## config.mk

```make
export PLATFORM = sky130hd
export DESIGN_NAME = mem_writeback
export DESIGN_NICKNAME = d
export VERILOG_FILES = /design/src/rtl/mem_writeback.sv
export SDC_FILE = /design/constraint.sdc
export NUM_CORES = 1
export LEC_CHECK = 0
export CAP_MARGIN = 15
export CORE_MARGIN = 10
export CORE_UTILIZATION = 49
export CTS_CLUSTER_SIZE = 24
export DETAILED_ROUTE_END_ITERATION = 8
export GPL_ROUTABILITY_DRIVEN = 1
export PLACE_DENSITY = 0.81
export REMOVE_ABC_BUFFERS = 1
export SYNTH_ARGS = -nofsm -noshare
export SYNTH_HDL_FRONTEND = slang
export SYNTH_SLANG_ARGS = --single-unit
```

## constraint.sdc

```tcl
create_clock -name T1 -period 3.1 [get_ports T1]
set_clock_uncertainty 0.15 [all_clocks]
set_input_delay 0.465 -clock T1 [delete_from_list [all_inputs] [get_ports T1]]
set_output_delay 0.465 -clock T1 [all_outputs]
set_load 0.02 [all_outputs]
```

## src/rtl/mem_writeback.sv

```systemverilog
// mem_writeback: memory access over req/ack, then register-file and PC commit for one Execute result
module mem_writeback #(
    parameter int          MEM_TIMEOUT = 15,
    parameter logic [15:0] PC_INC      = 16'd1
) (
    input  logic        T1,
    input  logic        rst,
    input  logic        in_valid,
    output logic        in_ready,
    input  logic [15:0] IR,
    input  logic [7:0]  ALUOUT,
    input  logic [7:0]  valA,
    input  logic [15:0] Addr,
    input  logic [15:0] PC,
    output logic        mem_req,
    output logic        mem_we,
    output logic [15:0] mem_addr,
    output logic [7:0]  mem_wdata,
    input  logic [7:0]  mem_rdata,
    input  logic        mem_ack,
    output logic        rf_we,
    output logic [2:0]  rf_waddr,
    output logic [7:0]  rf_wdata,
    output logic        pc_we,
    output logic [15:0] pc_next,
    output logic        done,
    output logic        err
);
    typedef enum logic [1:0] {IDLE, MEM, WB} state_t;

    localparam logic [4:0] OP_LOAD  = 5'b01000;
    localparam logic [4:0] OP_STORE = 5'b01001;
    localparam logic [4:0] OP_JMP   = 5'b10000;
    localparam logic [4:0] OP_JZ    = 5'b10001;

    state_t      state_q, state_d;
    logic [4:0]  op_q, op_d;
    logic [2:0]  rd_q, rd_d;
    logic [7:0]  alu_q, alu_d;
    logic [7:0]  vala_q, vala_d;
    logic [15:0] addr_q, addr_d;
    logic [15:0] pc_q, pc_d;
    logic [7:0]  cnt_q, cnt_d;
    logic        in_ready_q, in_ready_d;
    logic        mem_req_q, mem_req_d;
    logic        mem_we_q, mem_we_d;
    logic        rf_we_q, rf_we_d;
    logic [7:0]  rf_wdata_q, rf_wdata_d;
    logic        pc_we_q, pc_we_d;
    logic [15:0] pc_next_q, pc_next_d;
    logic        done_q, done_d;
    logic        err_q, err_d;
    logic [4:0]  in_op;
    logic        in_mem;
    logic        timeout;

    function automatic logic [15:0] next_pc(input logic [4:0] op, input logic [7:0] a,
                                            input logic [15:0] tgt, input logic [15:0] pc);
        next_pc = (op == OP_JMP || (op == OP_JZ && a == 8'h00)) ? tgt : pc + PC_INC;
    endfunction

    assign in_op     = IR[15:11];
    assign in_mem    = (in_op == OP_LOAD) || (in_op == OP_STORE);
    assign timeout   = (cnt_q + 8'd1) == 8'(MEM_TIMEOUT);
    assign in_ready  = in_ready_q;
    assign mem_req   = mem_req_q;
    assign mem_we    = mem_we_q;
    assign mem_addr  = {8'h00, alu_q};
    assign mem_wdata = vala_q;
    assign rf_we     = rf_we_q;
    assign rf_waddr  = rd_q;
    assign rf_wdata  = rf_wdata_q;
    assign pc_we     = pc_we_q;
    assign pc_next   = pc_next_q;
    assign done      = done_q;
    assign err       = err_q;

    // next-state and registered-output computation; WB strobes are prepared on the edge entering WB
    always_comb begin
        state_d    = state_q;
        op_d       = op_q;
        rd_d       = rd_q;
        alu_d      = alu_q;
        vala_d     = vala_q;
        addr_d     = addr_q;
        pc_d       = pc_q;
        cnt_d      = cnt_q;
        in_ready_d = in_ready_q;
        mem_req_d  = mem_req_q;
        mem_we_d   = mem_we_q;
        rf_we_d    = 1'b0;
        rf_wdata_d = rf_wdata_q;
        pc_we_d    = 1'b0;
        pc_next_d  = pc_next_q;
        done_d     = 1'b0;
        err_d      = err_q;
        case (state_q)
            IDLE: if (in_valid) begin
                op_d       = in_op;
                rd_d       = IR[10:8];
                alu_d      = ALUOUT;
                vala_d     = valA;
                addr_d     = Addr;
                pc_d       = PC;
                cnt_d      = 8'd0;
                in_ready_d = 1'b0;
                state_d    = in_mem ? MEM : WB;
                mem_req_d  = in_mem;
                mem_we_d   = in_op == OP_STORE;
                done_d     = !in_mem;
                pc_we_d    = !in_mem;
                rf_we_d    = !in_mem && !in_op[4] && !in_op[3];
                rf_wdata_d = ALUOUT;
                pc_next_d  = next_pc(in_op, valA, Addr, PC);
            end
            MEM: if (mem_ack || timeout) begin
                state_d    = WB;
                mem_req_d  = 1'b0;
                mem_we_d   = 1'b0;
                cnt_d      = 8'd0;
                done_d     = 1'b1;
                pc_we_d    = 1'b1;
                rf_we_d    = mem_ack && op_q == OP_LOAD;
                rf_wdata_d = mem_ack ? mem_rdata : rf_wdata_q;
                err_d      = err_q || !mem_ack;
                pc_next_d  = next_pc(op_q, vala_q, addr_q, pc_q);
            end else begin
                cnt_d = cnt_q + 8'd1;
            end
            default: begin
                state_d    = IDLE;
                in_ready_d = 1'b1;
            end
        endcase
    end

    // state, capture and output registers with synchronous reset
    always_ff @(posedge T1) begin
        if (rst) begin
            state_q    <= IDLE;
            op_q       <= '0;
            rd_q       <= '0;
            alu_q      <= '0;
            vala_q     <= '0;
            addr_q     <= '0;
            pc_q       <= '0;
            cnt_q      <= '0;
            in_ready_q <= 1'b1;
            mem_req_q  <= 1'b0;
            mem_we_q   <= 1'b0;
            rf_we_q    <= 1'b0;
            rf_wdata_q <= '0;
            pc_we_q    <= 1'b0;
            pc_next_q  <= '0;
            done_q     <= 1'b0;
            err_q      <= 1'b0;
        end else begin
            state_q    <= state_d;
            op_q       <= op_d;
            rd_q       <= rd_d;
            alu_q      <= alu_d;
            vala_q     <= vala_d;
            addr_q     <= addr_d;
            pc_q       <= pc_d;
            cnt_q      <= cnt_d;
            in_ready_q <= in_ready_d;
            mem_req_q  <= mem_req_d;
            mem_we_q   <= mem_we_d;
            rf_we_q    <= rf_we_d;
            rf_wdata_q <= rf_wdata_d;
            pc_we_q    <= pc_we_d;
            pc_next_q  <= pc_next_d;
            done_q     <= done_d;
            err_q      <= err_d;
        end
    end
endmodule

```

* After elaboration in Yosys (flattened, before gate mapping)
Cells that the tools add are included.
Storage, ports and cells: logic and storage cells 86, input port bits 76, flip-flop bits (word level) 96
Operators by class: reductions and logical operators 25, muxes and demuxes 29, bitwise gates (word level) 1, eq/ne operators 12, add/sub/neg operators 3
Operator list (count):
- 2-to-1 mux 16 bit | 4
- 2-to-1 mux 8 bit | 5
- adder 16 x 1 -> 16 bit (second input constant) | 2
- one-hot mux 16 bit (2 select lines) | 1
- one-hot mux 8 bit (2 select lines) | 2
- equality test 5 bit (second input constant) | 4
- zero test 8 bit | 2
- equality test 5 x 4 -> 1 bit (second input constant) | 3
- one-hot mux 1 bit (2 select lines) | 5
- AND reduction 2 bit | 5
- adder 8 x 1 -> 8 bit (second input constant) | 1
- equality test 8 x 4 -> 1 bit (second input constant) | 1
- 2-to-1 mux 1 bit | 8
- 2-to-1 mux 2 bit | 3
- != test 2 bit (second input constant) | 3
- logical AND 1 bit | 5
- logical OR 1 bit | 5
- zero test 1 bit | 4
- one-hot mux 2 bit (2 select lines) | 1
- AND reduction 4 bit | 1
- AND reduction 3 bit | 1
- equality test 2 x 1 -> 1 bit (second input constant) | 1
- zero test 2 bit | 1
- nonzero test 2 bit | 1
- NOT 1 bit | 1

* Longest topological paths before layout
Gate-level depths: netlist (run 1).
word-level depth 7, mapped depth 9, gate-level depth less buffers 7

* Worst setup path before layout (run 1)
OpenSTA, ideal clock, no wires.
path kind flip-flop to flip-flop, from register cnt_q[1], to register pc_next_q[13] (netlist: pc_next[13]), library setup time 119 ps, buffers on the path 2, arrival 2019 ps, setup slack 812 ps, cell stages (with the launch flop) 10, clock period less this slack 2288 ps, path through dfxtp_1 > ha_1 > and3_1 > buf_4 > and4_1 > a31o_2 > a211oi_2 > buf_4 > nor2_2 > o221a_1
Between the ends: word-level cells in the longest chain between the ends 5
Ends and longest elaborated chain:
- from (decl) | line 43 | logic [7:0] cnt_q, cnt_d;
- from (signal assigned) | line 165 | cnt_q <= cnt_d;
- adder 8 x 1 -> 8 bit | line 64 | assign timeout = (cnt_q + 8'd1) == 8'(MEM_TIMEOUT);
- equality test 8 x 4 -> 1 bit | line 64
- logical OR 1 bit | line 116 | MEM: if (mem_ack || timeout) begin
- != test 2 bit (no line)
- AND reduction 3 bit (no line)
- to (signal assigned) | line 172 | pc_next_q <= pc_next_d;
- to (decl) | line 50 | logic [15:0] pc_next_q, pc_next_d;
No other way between the ends. A chain may end at the register's enable or synchronous reset.

* Worst setup path in the final report (run 1)
from register cnt_q[0], to register pc_next_q[3] (netlist: pc_next[3])
Same word-level chain as after synthesis.

==> results of run 1 <==
## worst max-delay path, stage by stage, from the launching register on
cell and delay, ns:
dfxtp_1 0.52, ha_1 0.26, and3_1 0.30, a311oi_1 0.12
a31o_2 0.28, a21oi_2 0.52, buf_4 0.31, a2111o_1 0.12
a41oi_1 0.11
## registers in the layout, summed over array words and instances, names as in the netlist, 2 cells and up
signal     count
op_q           5
rf_waddr       3
rf_wdata       8
alu_q          8
pc_next       16
state_q        2
cnt_q          8
pc_q          16
mem_wdata      8
addr_q        16
## synth_stat cells, drive strengths merged, types with 2 or more instances
cell type and instances:
a311oi 12, o21a 4, buf 24, nor3b 2, nor2 41, a21oi 66
nor2b 3, a21o 2, nand3b 2, nor3 9, mux2i 2, dfxtp 96
o21ai 16, a2111o 13, xor2 18, ha 4, and4 4, or4 4
nand2b 3, nand3 25, and2 2, a211oi 4, clkbuf 34, xnor2 10
nand4b 3, a211o 2, a31oi 6, and3 5, a41oi 11, inv 6
o211ai 9, or3 2, nand2 169, nor4 4, nand4 14
## per-stage QoR
step / setup WS [ns] / instance area, um2 / cells / TNS, ns / power (mW)
floorplan: -0.971 / 4700 / 593 / -11.21 / 1.64
global placement: 0.223 / 6150 / 857 / 0 / 1.92
detailed placement: 0.192 / 6150 / 857 / 0 / 1.94
CTS: 0.296 / 6330 / 873 / 0 / 2.72
global route: 0.109 / 6330 / 873 / 0 / 2.83
finish: 0.274 / 6330 / 873 / 0 / 2.70
## final timing paths
| check | depth (start not counted) | end |
|---|---|---|
| worst max-delay path | 8 | pc_next[3] |
| worst min-delay path | 2 | addr_q[7] |
| worst max register to register | 8 | pc_next[3] |
| worst min register to register | 2 | addr_q[7] |
## layout by cell type (no fill, tap or decap), types with 4 or more instances in the layout
master           instances
a2111o_1                13
a21oi_1                 64
a311oi_1                12
a31oi_1                  6
a41oi_1                  7
a41oi_2                  4
and3_1                   5
and4_1                   4
buf_4                   14
clkbuf_8                 9
clkdlybuf4s50_1        116
conb_1                   8
dfxtp_1                 96
ha_1                     4
inv_1                    6
nand2_1                168
nand3_1                 25
nand4_1                 14
nor2_1                  40
nor3_1                   9
nor4_1                   4
o211ai_1                 9
o21a_1                   4
o21ai_0                 11
o21ai_1                  5
or4_1                    4
xnor2_1                 10
xor2_1                  18
## cell families (layout without fill, tap and decap cells)
| family | Yosys count | in the layout |
|---|---|---|
| AND/OR/NAND/NOR | 294 | 294 |
| AO/OA/AOI/OAI | 154 | 154 |
| flip-flops | 96 | 96 |
| buffers and inverters | 64 | 153 |
| XOR/XNOR | 28 | 28 |
| adder cells (fa/ha/maj) | 4 | 4 |
| multiplexers | 3 | 3 |
| other | 1 | 8 |
## area by class of cell
cell class | count | area (um2) | share of cell area
multi-input combinational | 491 | 2770 | 0.437
sequential | 96 | 1920 | 0.303
timing repair buffer | 131 | 1270 | 0.201
tap | 133 | 166 | 0.0263
clock buffer | 9 | 124 | 0.0196
clock inverter | 7 | 62.6 | 0.00988
inverter | 6 | 22.5 | 0.00356
## metal layers
metal  vias up  track usage  share of wire
met5         -            0              0
met4         0       0.0558          0.012
met3        19       0.0600          0.062
met2       157        0.332           0.50
met1      2397        0.231           0.42
li1       2428            -              -
## power by group
group	internal, mW	switching, mW
clock	0.309	0.481
combinational	0.249	0.301
sequential	1.31	0.0561
total	1.87	0.838
==> summary.txt, run 1 <==
first-pass GRT wire length: 23,800 um
Post-CTS Hold Buffers: 0
status: complete, no violations
worst skew pair latency: 0.37 ns
vias in the first global route: 4,930
Setup crit start: cnt_q[0]
compound-cell area share of the yosys netlist: 0.220
Vias: 5,001
Max Cap Viol: 0
Cell Pwr Density: 427 nW/um2
CP required: 3.19 ns
CTS max path bufs: 2
Top FF cell, synth: dfxtp_1
H-tree Lvls: 3
Core ar.: 9820 um2
Seq/Total Area, Yosys: 0.387
Synth Area in XOR/XNOR: 0.0494
clock root cell: clkbuf_8
Fin Hold WS: 0.309 ns
reg2reg setup slack: 0.27 ns
Syn Std Cell Area: 4970 um2
fin crit period: 2.83 ns
WL per Instance: 17.0 um
Avg Inst Size Synth: 7.71 um2
CP max FO: 12
die width: 121 um
Synth Area in Adders: 0.0101
antenna cells: 0
clk sinks: 96
leak pwr: 2.23 nW
cts bufs inserted: 9
Warnings, synthesis: 0
die area: 14,600 um2
DRT iter0 DRCs: 465
number of flops mapped to enable cells by yosys: 0
GP Congestion: 0.913
hold_sp: addr_q[7]
clock-pin slew on the worst setup and hold paths: 0.10 ns
Final Setup Violations: 0
area leader, netlist: dfxtp_1
post-route antenna net violation count: 0
Initial DRT Pass Iterations: 6
Post-CTS Setup Inserts: 0
Max Slew Vio Count: 0
Hold Path Class: register to register
Final Cycle Share: 0.912
Starting Density: 0.506
Synth area leaders: dfxtp_1 39%, nand2_1 13%, a21oi_1 6.4%
Die Y: 121 um
number of synthesized register bits: 96
Area Growth Syn to Fin: 27.5%
Max-Slew Margin vs Limit: 0.291
HPWL after detailed placement: 10,600 um
worst slew pin tran: 1.06 ns
Final Hold Fails: 0
IO buf count: 117
FP Rows: 36
Crit Path Class: register to register
Syn Inst Count: 644
final net count: 815
post-layout util: 0.645
Synth cell types: 58
worst r2r src: cnt_q[0]
Layout fillers: 860
gr usage total: 0.195
Post-synth ARST share: 0
mux contribution to synthesized area: 0.00630
highest clock rate: 354 MHz
largest net degree at the start of global routing: 52
Critical Path AT: 2.92 ns
Synth top area share: 0.387
crit path launch type: register
vias per cell: 5.73
worst vdd ir: 247 uV
TritonCTS clock tree: yes
WL final: 14,800 um
simple-gate area share of the yosys netlist: 0.263
io pins: 134
RSZ-0062 raised after global routing: false
Critical Path End Type: register
main combinational cell family by area after synthesis: simple AND/OR/NAND/NOR gates
CTS resizes: 0
DRC: 0
ratio of cells with drive above 1 in the final layout: 0.0622
total gr overflow: 0
initial antenna violation count: 0
Power figures use the tool's default switching activity.
==> run 2: changes to the inputs <==
--- a/config.mk
+++ b/config.mk
@@ -7,11 +7,13 @@
 export LEC_CHECK = 0
 export CAP_MARGIN = 15
 export CORE_MARGIN = 10
-export CORE_UTILIZATION = 49
+export CORE_UTILIZATION = 61
 export CTS_CLUSTER_SIZE = 24
 export DETAILED_ROUTE_END_ITERATION = 8
+export DONT_BUFFER_PORTS = 1
 export GPL_ROUTABILITY_DRIVEN = 1
-export PLACE_DENSITY = 0.81
+export GPL_TIMING_DRIVEN = 1
+export PLACE_DENSITY = 0.74
 export REMOVE_ABC_BUFFERS = 1
 export SYNTH_ARGS = -nofsm -noshare
 export SYNTH_HDL_FRONTEND = slang
==> run 2 against run 1 <==
Against the previous run: worst hold slack got worse by 0.29 ns; sequential power grew 5%; first-iteration DRC count is 35% lower; power is 6.5% lower; cell area down 18%; critical path depth unchanged; non-clock buffer count decreased by 114; critical endpoint is now pc_next[0]; largest power group unchanged.
==> summary.txt, run 2 (same netlist as run 1, synthesis figures left out) <==
status: complete, no violations (unchanged)
CP max FO: 22 (was 12)
r2r endpoint: pc_next[0] (was pc_next[3])
CP max-delay cell: dfxtp_1 (unchanged)
clk sinks: 96 (unchanged)
TritonCTS clock tree: yes (unchanged)
antenna cells: 0 (unchanged)
WL per Instance: 18.6 um (was 17.0 um)
clock root cell: clkbuf_8 (unchanged)
RSZ-0062 raised after global routing: false (unchanged)
Max Cap Viol: 0 (unchanged)
first-pass GRT wire length: 21,500 um (was 23,800 um)
Core ar.: 7810 um2 (was 9820 um2)
post-route antenna net violation count: 0 (unchanged)
die width: 110 um (was 121 um)
DRT iter0 DRCs: 303 (was 465)
Crit Path Class: register to register (unchanged)
Final Setup Violations: 0 (unchanged)
vias in the first global route: 4,170 (was 4,930)
fin crit period: 2.64 ns (was 2.83 ns)
Max Slew Vio Count: 0 (unchanged)
HPWL after detailed placement: 9540 um (was 10,600 um)
Max-Slew Margin vs Limit: 0.533 (was 0.291)
Top delay family on crit path: compound AO/OA/AOI/OAI gates (unchanged)
Levels on crit path: 8 (unchanged)
reg2reg setup slack: 0.46 ns (was 0.27 ns)
Critical Path AT: 2.79 ns (was 2.92 ns)
Die Y: 110 um (was 121 um)
most frequent cells in the layout: 168 x nand2_1, 96 x dfxtp_1, 64 x a21oi_1, 40 x nor2_1, 25 x nand3_1 (was 168 x nand2_1, 116 x clkdlybuf4s50_1, 96 x dfxtp_1, 64 x a21oi_1, 40 x nor2_1)
GP Congestion: 0.908 (was 0.913)
worst r2r src: cnt_q[1] (was cnt_q[0])
Hold Path Class: input pin to register (was register to register)
Final Cycle Share: 0.851 (was 0.912)
H-tree Lvls: 3 (unchanged)
CTS max path bufs: 2 (unchanged)
leak pwr: 1.80 nW (was 2.23 nW)
Power, Total: 2.53 mW (was 2.70 mW)
Placed Cells incl. Taps: 709 (was 857)
DRC: 0 (unchanged)
Area Growth Syn to Fin: 3.98% (was 27.5%)
Worst Setup EP: pc_next[0] (was pc_next[3])
IO buf count: 0 (was 117)
io pins: 134 (unchanged)
crit path launch type: register (unchanged)
cts bufs inserted: 9 (unchanged)
commonest non-fill, non-tap cell in the layout: nand2_1 (unchanged)
CTS resizes: 0 (unchanged)
Setup crit start: cnt_q[1] (was cnt_q[0])
FP Rows: 32 (was 36)
Critical Path End Type: register (unchanged)
final non-filler cell total: 727 (was 873)
crit-path cells: ha_1 > and3_1 > a41oi_1 > a211oi_4 > a21oi_2 > buf_4 > a2111o_1 > a41oi_2 (was ha_1 > and3_1 > a311oi_1 > a31o_2 > a21oi_2 > buf_4 > a2111o_1 > a41oi_1)
largest stage delay on the critical path: 0.50 ns (was 0.52 ns)
initial antenna violation count: 0 (unchanged)
clock-pin slew on the worst setup and hold paths: 0.10 ns (about the same)
Vias: 4,475 (was 5,001)
die area: 12,200 um2 (was 14,600 um2)
gr usage total: 0.219 (was 0.195)
Buf+Inv Stages, Crit Path: 1 (unchanged)
vias per cell: 6.16 (was 5.73)
largest net degree at the start of global routing: 93 (was 52)
worst vdd ir: 248 uV (was 247 uV)
worst skew pair latency: 0.37 ns (about the same)
highest clock rate: 379 MHz (was 354 MHz)
worst slew pin tran: 0.700 ns (was 1.06 ns)
Starting Density: 0.636 (was 0.506)
CP required: 3.25 ns (was 3.19 ns)
total gr overflow: 0 (unchanged)
final net count: 701 (was 815)
Final Hold Fails: 0 (unchanged)
Cell Pwr Density: 490 nW/um2 (was 427 nW/um2)
Initial DRT Pass Iterations: 5 (was 6)
ratio of cells with drive above 1 in the final layout: 0.0704 (was 0.0622)
worst-case reg-to-reg path depth: 8 (unchanged)
WL final: 13,500 um (was 14,800 um)
run 2: worst min path at each step:
stage                     startpoint    endpoint  slack (ns)  depth (start not counted)
after floorplan           addr_q[15]  addr_q[15]        0.28                          2
after global placement     addr_q[1]   addr_q[1]        0.29                          2
after detailed placement  addr_q[11]  addr_q[11]        0.29                          2
after CTS                        rst   addr_q[0]       0.001                          1
after global routing             rst   addr_q[0]       -0.01                          1
final                            rst   addr_q[0]        0.02                          1
run 2: per-stage QoR:
| stage | setup TNS (ns) | hold slack (ns) | instance area (um2) | utilization | worst slack [ns] |
|---|---|---|---|---|---|
| 2_1_floorplan | -11.21 | 0.277 | 4700 | - | -0.971 |
| 3_3_place_gp | 0 | 0.285 | 4940 | 0.633 | 0.545 |
| 3_5_place_dp | 0 | 0.292 | 4940 | 0.633 | 0.485 |
| 4_1_cts | 0 | 0.00118 | 5150 | 0.660 | 0.459 |
| 5_1_grt | 0 | -0.0113 | 5160 | 0.662 | 0.269 |
| 6_report | 0 | 0.0198 | 5160 | 0.662 | 0.461 |
run 2: cell type report:
class                   instances  area, um2
repair buffers                 17        135
multi-input cells             491       2770
clock inverters                 6       67.6
inverters                       6       22.5
flip-flops and latches         96       1920
fillers                       715       2640
well taps                     102        128
clock buffers                   9        124
run 2: repair_timing:
item / CTS / global route
buffers inserted: 0 / 0
endpoints found under the hold margin: 1 / 7
hold buffers: 2 / 1
run 2: where the power goes:
part	switching, mW	leakage [nW]	internal, mW
registers	0.119	0.789	1.31
clock network	0.452	0.0921	0.373
logic	0.169	0.917	0.107
total	0.740	1.80	1.79
run 2: metal layers:
layer | share of wire | vias up | wire (um) | GRT usage
met5 | 0 | - | 0 | 0
met4 | 0.0084 | 0 | 114 | 0.0431
met3 | 0.10 | 12 | 1350 | 0.0836
met2 | 0.49 | 148 | 6650 | 0.363
met1 | 0.40 | 2117 | 5400 | 0.265
li1 | - | 2198 | - | -
